[src/rtl/calc_pkg.sv]
// Shared encodings for the calculator entry controller: key codes, ALU
// operation codes and FSM state values.
package calc_pkg;

  localparam logic [3:0] KEY_ADD    = 4'd10;
  localparam logic [3:0] KEY_SUB    = 4'd11;
  localparam logic [3:0] KEY_MUL    = 4'd12;
  localparam logic [3:0] KEY_EQUAL  = 4'd13;
  localparam logic [3:0] KEY_CLEAR  = 4'd14;
  localparam logic [3:0] KEY_IGNORE = 4'd15;

  localparam logic [1:0] OP_ADD = 2'd0;
  localparam logic [1:0] OP_SUB = 2'd1;
  localparam logic [1:0] OP_MUL = 2'd2;

  localparam logic [2:0] S_A    = 3'd0;
  localparam logic [2:0] S_B    = 3'd1;
  localparam logic [2:0] S_WAIT = 3'd2;
  localparam logic [2:0] S_RES  = 3'd3;

  function automatic logic isDigit(input logic [3:0] key);
    return key <= 4'd9;
  endfunction

  function automatic logic isOperator(input logic [3:0] key);
    return (key == KEY_ADD) || (key == KEY_SUB) || (key == KEY_MUL);
  endfunction

  function automatic logic [1:0] keyToOp(input logic [3:0] key);
    logic [1:0] op;
    case (key)
      KEY_SUB: op = OP_SUB;
      KEY_MUL: op = OP_MUL;
      default: op = OP_ADD;
    endcase
    return op;
  endfunction

endpackage

[src/rtl/key_debounce.sv]
// Keypad debouncer: a press or release must be stable for DEBOUNCE_CYCLES
// cycles; each accepted press yields a single one-cycle key_event_o.
module key_debounce #(
  parameter int DEBOUNCE_CYCLES = 16
) (
  input  logic       clk,
  input  logic       rst_n,
  input  logic [3:0] col_i,
  input  logic [3:0] key_code_i,
  output logic       key_event_o,
  output logic [3:0] key_code_o
);

  localparam int CW = (DEBOUNCE_CYCLES < 2) ? 1 : $clog2(DEBOUNCE_CYCLES);
  localparam logic [CW-1:0] LAST = CW'(DEBOUNCE_CYCLES - 1);

  logic          rawPressed;
  logic          pressed_q, pressed_d;
  logic [CW-1:0] cnt_q, cnt_d;
  logic          keyEvent_q, keyEvent_d;
  logic [3:0]    keyCode_q, keyCode_d;

  assign rawPressed = ~&col_i;

  // The counter only runs while the raw level disagrees with the accepted
  // level, so a press is accepted once and a release must be seen before the next.
  always_comb begin
    pressed_d  = pressed_q;
    cnt_d      = '0;
    keyEvent_d = 1'b0;
    keyCode_d  = keyCode_q;
    if (rawPressed != pressed_q) begin
      if (cnt_q == LAST) begin
        pressed_d = rawPressed;
        if (rawPressed) begin
          keyEvent_d = 1'b1;
          keyCode_d  = key_code_i;
        end
      end else begin
        cnt_d = cnt_q + CW'(1);
      end
    end
  end

  always_ff @(posedge clk) begin
    if (!rst_n) begin
      pressed_q  <= 1'b0;
      cnt_q      <= '0;
      keyEvent_q <= 1'b0;
      keyCode_q  <= 4'd0;
    end else begin
      pressed_q  <= pressed_d;
      cnt_q      <= cnt_d;
      keyEvent_q <= keyEvent_d;
      keyCode_q  <= keyCode_d;
    end
  end

  assign key_event_o = keyEvent_q;
  assign key_code_o  = keyCode_q;

endmodule

[src/rtl/calc_entry_ctrl.sv]
// Calculator entry controller: collects two decimal operands and an operator
// from a debounced keypad, hands them to an external ALU and shows the result.
module calc_entry_ctrl
  import calc_pkg::*;
#(
  parameter int DEBOUNCE_CYCLES = 16,
  parameter int MAX_DIGITS      = 4
) (
  input  logic        clk,
  input  logic        rst_n,
  input  logic [3:0]  Col,
  input  logic [3:0]  key_code,
  output logic        alu_req,
  output logic [1:0]  alu_op,
  output logic [31:0] alu_a,
  output logic [31:0] alu_b,
  input  logic        alu_done,
  input  logic [31:0] alu_result,
  output logic [31:0] display,
  output logic [2:0]  state_o
);

  localparam int DW = $clog2(MAX_DIGITS + 1);
  localparam logic [DW-1:0] DIGIT_LIMIT = DW'(MAX_DIGITS);

  logic          keyEvent;
  logic [3:0]    keyCode;

  logic [2:0]    state_q, state_d;
  logic [31:0]   accA_q, accA_d;
  logic [31:0]   accB_q, accB_d;
  logic [DW-1:0] cntA_q, cntA_d;
  logic [DW-1:0] cntB_q, cntB_d;
  logic [1:0]    op_q, op_d;
  logic          req_q, req_d;
  logic [31:0]   result_q, result_d;

  key_debounce #(
    .DEBOUNCE_CYCLES(DEBOUNCE_CYCLES)
  ) u_debounce (
    .clk        (clk),
    .rst_n      (rst_n),
    .col_i      (Col),
    .key_code_i (key_code),
    .key_event_o(keyEvent),
    .key_code_o (keyCode)
  );

  // Clear is checked first so it beats a same-cycle alu_done.
  always_comb begin
    state_d  = state_q;
    accA_d   = accA_q;
    accB_d   = accB_q;
    cntA_d   = cntA_q;
    cntB_d   = cntB_q;
    op_d     = op_q;
    req_d    = req_q;
    result_d = result_q;
    if (keyEvent && keyCode == KEY_CLEAR) begin
      state_d = S_A;
      accA_d  = '0;
      accB_d  = '0;
      cntA_d  = '0;
      cntB_d  = '0;
      req_d   = 1'b0;
    end else begin
      case (state_q)
        S_A: begin
          if (keyEvent && isDigit(keyCode) && cntA_q < DIGIT_LIMIT) begin
            accA_d = accA_q * 32'd10 + 32'(keyCode);
            cntA_d = cntA_q + DW'(1);
          end else if (keyEvent && isOperator(keyCode)) begin
            op_d    = keyToOp(keyCode);
            accB_d  = '0;
            cntB_d  = '0;
            state_d = S_B;
          end
        end
        S_B: begin
          if (keyEvent && isDigit(keyCode) && cntB_q < DIGIT_LIMIT) begin
            accB_d = accB_q * 32'd10 + 32'(keyCode);
            cntB_d = cntB_q + DW'(1);
          end else if (keyEvent && keyCode == KEY_EQUAL && cntB_q != '0) begin
            req_d   = 1'b1;
            state_d = S_WAIT;
          end
        end
        S_WAIT: begin
          if (alu_done) begin
            result_d = alu_result;
            req_d    = 1'b0;
            state_d  = S_RES;
          end
        end
        S_RES: begin
          if (keyEvent && isDigit(keyCode)) begin
            accA_d  = 32'(keyCode);
            cntA_d  = DW'(1);
            state_d = S_A;
          end else if (keyEvent && isOperator(keyCode)) begin
            accA_d  = result_q;
            op_d    = keyToOp(keyCode);
            accB_d  = '0;
            cntB_d  = '0;
            state_d = S_B;
          end
        end
        default: state_d = S_A;
      endcase
    end
  end

  always_ff @(posedge clk) begin
    if (!rst_n) begin
      state_q  <= S_A;
      accA_q   <= '0;
      accB_q   <= '0;
      cntA_q   <= '0;
      cntB_q   <= '0;
      op_q     <= OP_ADD;
      req_q    <= 1'b0;
      result_q <= '0;
    end else begin
      state_q  <= state_d;
      accA_q   <= accA_d;
      accB_q   <= accB_d;
      cntA_q   <= cntA_d;
      cntB_q   <= cntB_d;
      op_q     <= op_d;
      req_q    <= req_d;
      result_q <= result_d;
    end
  end

  // While entering B, A stays on screen until the first B digit arrives.
  always_comb begin
    case (state_q)
      S_A:     display = accA_q;
      S_B:     display = (cntB_q == '0) ? accA_q : accB_q;
      S_WAIT:  display = accB_q;
      S_RES:   display = result_q;
      default: display = accA_q;
    endcase
  end

  assign alu_req = req_q;
  assign alu_op  = op_q;
  assign alu_a   = accA_q;
  assign alu_b   = accB_q;
  assign state_o = state_q;

endmodule
[config.mk]
export PLATFORM = sky130hd
export DESIGN_NAME = calc_entry_ctrl
export DESIGN_NICKNAME = d
export VERILOG_FILES = /design/src/rtl/calc_pkg.sv /design/src/rtl/key_debounce.sv /design/src/rtl/calc_entry_ctrl.sv
export SDC_FILE = /design/constraint.sdc
export NUM_CORES = 1
export LEC_CHECK = 0
export CAP_MARGIN = 20
export CORE_MARGIN = 4
export CORE_UTILIZATION = 42
export CTS_CLUSTER_SIZE = 30
export DETAILED_ROUTE_END_ITERATION = 8
export PLACE_DENSITY = 0.75
export RECOVER_POWER = 25
export SETUP_SLACK_MARGIN = 0.5
export SYNTH_ARGS = -nofsm -noshare
export SYNTH_HDL_FRONTEND = slang
export SYNTH_SLANG_ARGS = --single-unit
[constraint.sdc]
create_clock -name clk -period 4.7 [get_ports clk]
set_input_delay 0.47 -clock clk [delete_from_list [all_inputs] [get_ports clk]]
set_output_delay 0.47 -clock clk [all_outputs]
set_load 0.1 [all_outputs]
## After elaboration in Yosys (flattened, before gate mapping)

Index checks and enable logic that the tools add are counted.

| word-level totals | value |
|---|---|
| bits in registers | 118 |
| logic and storage cells | 110 |

| operators by class | value |
|---|---|
| $add $sub $neg | 5 |
| $mul | 2 |
| order comparisons | 3 |
| eq/ne operators | 19 |
| multiplexer cells | 36 |
| bitwise operators | 4 |
| reductions and logical operators | 29 |

Operator list:

| kind | number |
|---|---|
| $mux W32 | 8 |
| $pmux W32 S3 | 2 |
| $add A32 B4 Y32 | 2 |
| $mul A32 B3 Y31 const B | 2 |
| $pmux W32 S2 | 1 |
| $mux W3 | 12 |
| $eq A4 B4 Y1 const B | 6 |
| $reduce_and A4 Y1 | 5 |
| $ne A2 B2 Y1 const B | 8 |
| $reduce_and A3 Y1 | 5 |
| $pmux W3 S4 | 1 |
| $pmux W3 S3 | 1 |
| $pmux W2 S2 | 2 |
| $logic_and A1 B1 Y1 | 7 |
| $add A3 B1 Y3 const B | 2 |
| $eq A3 B2 Y1 const B | 2 |
| $logic_not A3 Y1 | 2 |
| $lt A3 B3 Y1 const B | 2 |
| $mux W2 | 3 |
| $pmux W3 S2 | 1 |
| $reduce_bool A3 Y1 | 2 |
| $add A4 B1 Y4 const B | 1 |
| $le A4 B4 Y1 const B | 1 |
| $mux W1 | 4 |
| other kinds (11) | 16 |

## Longest topological paths before layout

| logic depth | value |
|---|---|
| depth in word-level cells | 7 |
| mapped depth | 14 |

## Modules after synthesis

From an unflattened synthesis, not the netlist that was laid out.

| second synthesis, totals | value |
|---|---|
| cell total of the unflattened synthesis | 1380 |
| area total of the unflattened synthesis | 10786.6 µm² |

Modules (own cells, without submodules):

| module | instances | cells an instance | area an instance (µm²) |
|---|---|---|---|
| calc_entry_ctrl | 1 | 1337 | 10387.5 |
| key_debounce | 1 | 43 | 399.1 |

## Worst setup path before layout

OpenSTA, ideal clock, no wires.

| timing | value |
|---|---|
| path type | reg-to-reg |
| from | reg accA_q[1] (netlist: alu_a[1]) |
| to | reg accA_q[20] (netlist: alu_a[20]) |
| arrival | 4.311 ns |
| slack | 0.319 ns |
| cell stages (with the launch flop) | 14 |
| cells stage by stage | dfxtp_1 ha_1 ha_1 fa_1 a211oi_1 o211ai_1 a21oi_1 xnor2_1 o311ai_1 or4_4 nor2_1 xor2_1 a211o_1 a21oi_1 |

| between the ends | value |
|---|---|
| word-level cells in the longest chain between the ends | 4 |

RTL lines:

| element | RTL line | RTL |
|---|---|---|
| start: declaration | calc_entry_ctrl.sv:30 | `logic [31:0] accA_q, accA_d;` |
| start signal: assignment | calc_entry_ctrl.sv:116 | `accA_q <= '0;` |
| start signal: assignment | calc_entry_ctrl.sv:125 | `accA_q <= accA_d;` |
| $mul A32 B3 Y31 | calc_entry_ctrl.sv:70 | `accA_d = accA_q * 32'd10 + 32'(keyCode);` |
| $add A32 B4 Y32 | calc_entry_ctrl.sv:70 |  |
| $mux W32 | calc_entry_ctrl.sv:69 | `if (keyEvent && isDigit(keyCode) && cntA_q < DIGIT_LIMIT) begin` |
| $pmux W32 S2 | calc_entry_ctrl.sv:67 | `case (state_q)` |

No other way between the ends. The select of a mux whose other input is x is not followed.
A chain may end at the register's enable or synchronous reset.

## Worst setup path in the final report

| timing | value |
|---|---|
| from | in rst_n |
| to | reg req_q (netlist: alu_req) |

| between the ends | value |
|---|---|
| word-level cells in the longest chain between the ends | 2 |

RTL lines:

| element | RTL line | RTL |
|---|---|---|
| start: declaration | calc_entry_ctrl.sv:10 | `input logic rst_n,` |
| $not A1 Y1 (no line) | n/a |  |
| $reduce_or A2 Y1 (no line) | n/a |  |
| end signal: assignment | calc_entry_ctrl.sv:130 | `req_q <= req_d;` |
| end: declaration | calc_entry_ctrl.sv:35 | `logic req_q, req_d;` |

No other way between the ends.

==> impl_metrics.py <==
metrics = {
    "status": {
        "status": "complete, but fails checks",
        "violations": "max-capacitance violations, max-slew violations",
    },
    "sta": {
        "period_share": 0.873,
        "setup_viol": 0,
        "max_slew_margin": -0.101,
        "slew_viol_final": 45,
        "skew_ns": 0.0162,
        "fmax_ghz": 0.244,
        "fin_hold_ws_ns": 0.450,
        "setup_tns_ns": 0,
        "fin_crit_ns": 4.10,
        "worstMarginPinSlew_ns": 1.65,
        "rsz0062_at_grt": "false",
        "hold_violations": 0,
    },
    "min_path": {
        "min_delay_path_depth": 1,
        "hp-start": "u_debounce.cnt_q[0]$_SDFF_PP0_",
        "holdCritPathClass": "reg2reg",
        "hold-path-endpoint": "u_debounce.cnt_q[0]$_SDFF_PP0_",
    },
    "worst_setup_path": {
        "endpoint_kind": "flip-flop",
        "worstPathArrival_ns": 4.43,
        "reg2reg_from": "alu_a[1]$_SDFFE_PP0P_",
        "worst-path-max-fanout": 44,
        "reg2reg_depth": 12,
        "reg2reg_slack_ns": 0.73,
        "start_kind": "input pin",
        "r2r_end": "alu_a[26]$_SDFFE_PP0P_",
        "crit_type": "in2reg",
        "worstPathRequired_ns": 5.02,
    },
    "routing": {
        "ant_nets": 0,
        "routed_wl_mm": 33.6,
        "vias": 11142,
        "firstDrtPassIters": 9,
        "vias_per_cell": 6.07,
        "wl_per_cell_um": 18.3,
        "drcViolationCount": 0,
        "drt_iter0_markers": 1180,
    },
    "logic_synthesis": {
        "synth_area_um2": 10900,
        "postSynthCellCount": 1392,
        "synth.top_cell.area_share": 0.217,
        "syn-mean-instance-area_um2": 7.82,
        "yosysTopAreaCell": "dfxtp_1",
        "ys.flop_type": "dfxtp_1",
        "yosysSeqAreaShare": 0.217,
        "syn-num-nets": 1559,
        "synth_seq_cells": 118,
        "yosys_warnings": 0,
        "synth-async-reset-ratio": 0,
        "synth_edf_count": 0,
        "synthDistinctLibCells": 91,
        "netlist_top_cells_area": "dfxtp_1, ha_1, nand2_1, xnor2_1, nor2_1",
    },
    "power_and_ir_drop": {
        "p_sw_frac": 0.225,
        "pwr-share-clk": 0.558,
        "p_comb_frac": 0.029,
        "design_power_total_mw": 2.44,
        "seqPwrFrac": 0.412,
        "peakVddDrop_mv": 0.165,
        "power_density_nw_per_um2": 184,
        "power.internal_mw": 1.89,
        "p_leak_nw": 5.66,
        "p_switching_uw": 548,
    },
    "floorplanning": {
        "die_h_um": 169,
        "die_area_um2": 28600,
        "fp.dieW_um": 169,
        "start_util": 0.430,
        "core.rowCount": 58,
        "io_pins": 145,
        "design.core.area_um2": 25300,
    },
    "cts": {
        "clkTransAtPathRegs_ns": 0.07,
        "tritoncts": "yes",
        "clock_latency_ns": 0.42,
        "ctsLongestPathBuffers": 2,
        "cts_hold_buf": 0,
        "clock_sinks": 118,
        "ctsHtreeMaxLevel": 4,
        "root_buffer": "clkbuf_16",
        "cts_inserted_buffers": 17,
    },
    "finish": {
        "area_growth_pct": 21.3,
        "drive_gt1_frac": 0.0949,
        "diodes": 0,
        "multi_input_comb_area_um2": 8120,
        "seqCellArea_um2": 2380,
        "n_fill_cell": 2395,
        "nets": 1661,
    },
    "placed_design": {
        "io_buffers": 144,
        "dp.final_hpwl_mm": 25.8,
        "gp_congestion": 0.956,
    },
    "global_routing": {
        "grt_pass1_vias": 10579,
        "antenna_found_initial": 0,
        "grt_max_degree": 45,
        "grt_overflow": 0,
        "grt_pass1_wl_mm": 54.2,
        "grtUsageTotal": 0.228,
    },
    "job": {
        "max_cap_viol_count": 1,
    },
}
[cell families (layout without fill, tap and decap cells)]
| logic type | after synthesis | count (layout) | share of synthesized area |
|---|---|---|---|
| buffers and inverters | 131 | 246 | 0.0473 |
| xor gates and xnor gates | 85 | 85 | 0.0684 |
| adders and majority gates | 124 | 124 | 0.145 |
| other | 1 | 1 | 0.000344 |
| DFF | 118 | 118 | 0.217 |
| and+or+nand+nor | 522 | 522 | 0.244 |
| AOI/OAI and AO/OA | 393 | 393 | 0.260 |
| muxes | 18 | 18 | 0.0176 |
[cells in the final DEF, fill, tap and decap left out, types with 16 or more instances in the layout]
cell type          n
dfxtp_1          111
a21boi_0          39
a21o_1            30
nor2_1           119
inv_1             54
nand3_1           40
a222oi_1          28
nor3_1            48
clkdlybuf4s50_1  105
o21ai_1           17
a22oi_1           26
and2_1            16
nor2b_1           16
ha_1             118
buf_4             45
clkbuf_16         17
xnor2_1           51
a21oi_1           75
xor2_1            32
o21ai_0           39
and3_1            19
o211ai_1          16
nand2_1          165
a211oi_1          23
[layout make-up]
type,instances,share of cell area
Clock buffer,17,0.0322
Clock inverter,15,0.0141
Inverter,54,0.0153
Multi-Input combinational cell,1143,0.615
Sequential cell,118,0.180
Tap cell,330,0.0313
Timing Repair Buffer,160,0.112
[layer usage]
metal,global-route usage,share of wire
met2,0.384,0.47
met4,0.0732,0.026
met3,0.0292,0.071
met5,0,0
met1,0.303,0.43
[critical path, stage by stage]
cell	delay, ns
dlygate4sd3_1	0.52
clkbuf_1	1.19
nand2_1	1.22
clkbuf_2	0.66
a211oi_1	0.34
[worst max path at each step]
stage                                      from                     end  slack, ns  cells past startpoint
after floorplan           alu_b[2]$_SDFFE_PP0P_  alu_b[27]$_SDFFE_PP0P_       0.51                     12
after global placement    alu_a[1]$_SDFFE_PP0P_  alu_a[23]$_SDFFE_PP0P_       0.70                     13
after detailed placement  alu_a[1]$_SDFFE_PP0P_  alu_a[21]$_SDFFE_PP0P_       0.66                     13
after CTS                 alu_a[1]$_SDFFE_PP0P_  alu_a[26]$_SDFFE_PP0P_       0.57                     12
after global routing                      rst_n    alu_req$_SDFFE_PP0P_       0.28                      5
final                                     rst_n    alu_req$_SDFFE_PP0P_       0.60                      5
[through the flow]
stage / instances / setup WS (ns) / util / cell area (µm²)
after floorplan: 1392 / 0.512 / - / 10900
after global placement: 1801 / 0.696 / 0.493 / 12500
after detailed placement: 1801 / 0.659 / 0.493 / 12500
after CTS: 1833 / 0.567 / 0.517 / 13100
after global routing: 1837 / 0.278 / 0.521 / 13200
final: 1837 / 0.595 / 0.521 / 13200
[Yosys cell counts, types with 12 or more instances]
cell type and number:
mux2i_1 14, and3_1 19, xor2_1 33, a31oi_1 12, a21o_1 30, a22oi_1 26
o211ai_1 16, nor3_1 49, nand3_1 40, nor2b_1 16, nand4_1 15, o21ai_1 19
and2_1 16, ha_1 120, a211oi_1 25, clkbuf_1 68, a222oi_1 28, xnor2_1 52
a21boi_0 39, a221oi_1 15, a21oi_1 76, nand2_1 165, inv_1 54, dfxtp_1 118
o21ai_0 39, nor2_1 120
[registers in the layout, indices dropped and copies added, names as in the netlist]
name / count
alu_a: 32
alu_b: 32
alu_op: 2
alu_req: 1
cntA_q: 3
cntB_q: 3
result_q: 32
state_o: 3
u_debounce.cnt_q: 4
u_debounce.key_code_o: 4
u_debounce.key_event_o: 1
u_debounce.pressed_q: 1
[timing repair]
action                                 in CTS  in global routing
gates resized for setup                     0                 15
setup endpoints to repair                   0                 15
endpoints found under the hold margin       0                  0
buffers inserted                            0                  3
[power by group through the flow]
stage	Sequential (mW)	Combinational, mW	Clock (mW)
after global routing	1.00	0.0761	1.41
after CTS	1.01	0.0711	1.37
after global placement	1.03	0.0702	0
after floorplan	1.03	0.0219	0
final	1.00	0.0717	1.36
after detailed placement	1.03	0.0706	0
(Power assumes the default switching activity.)
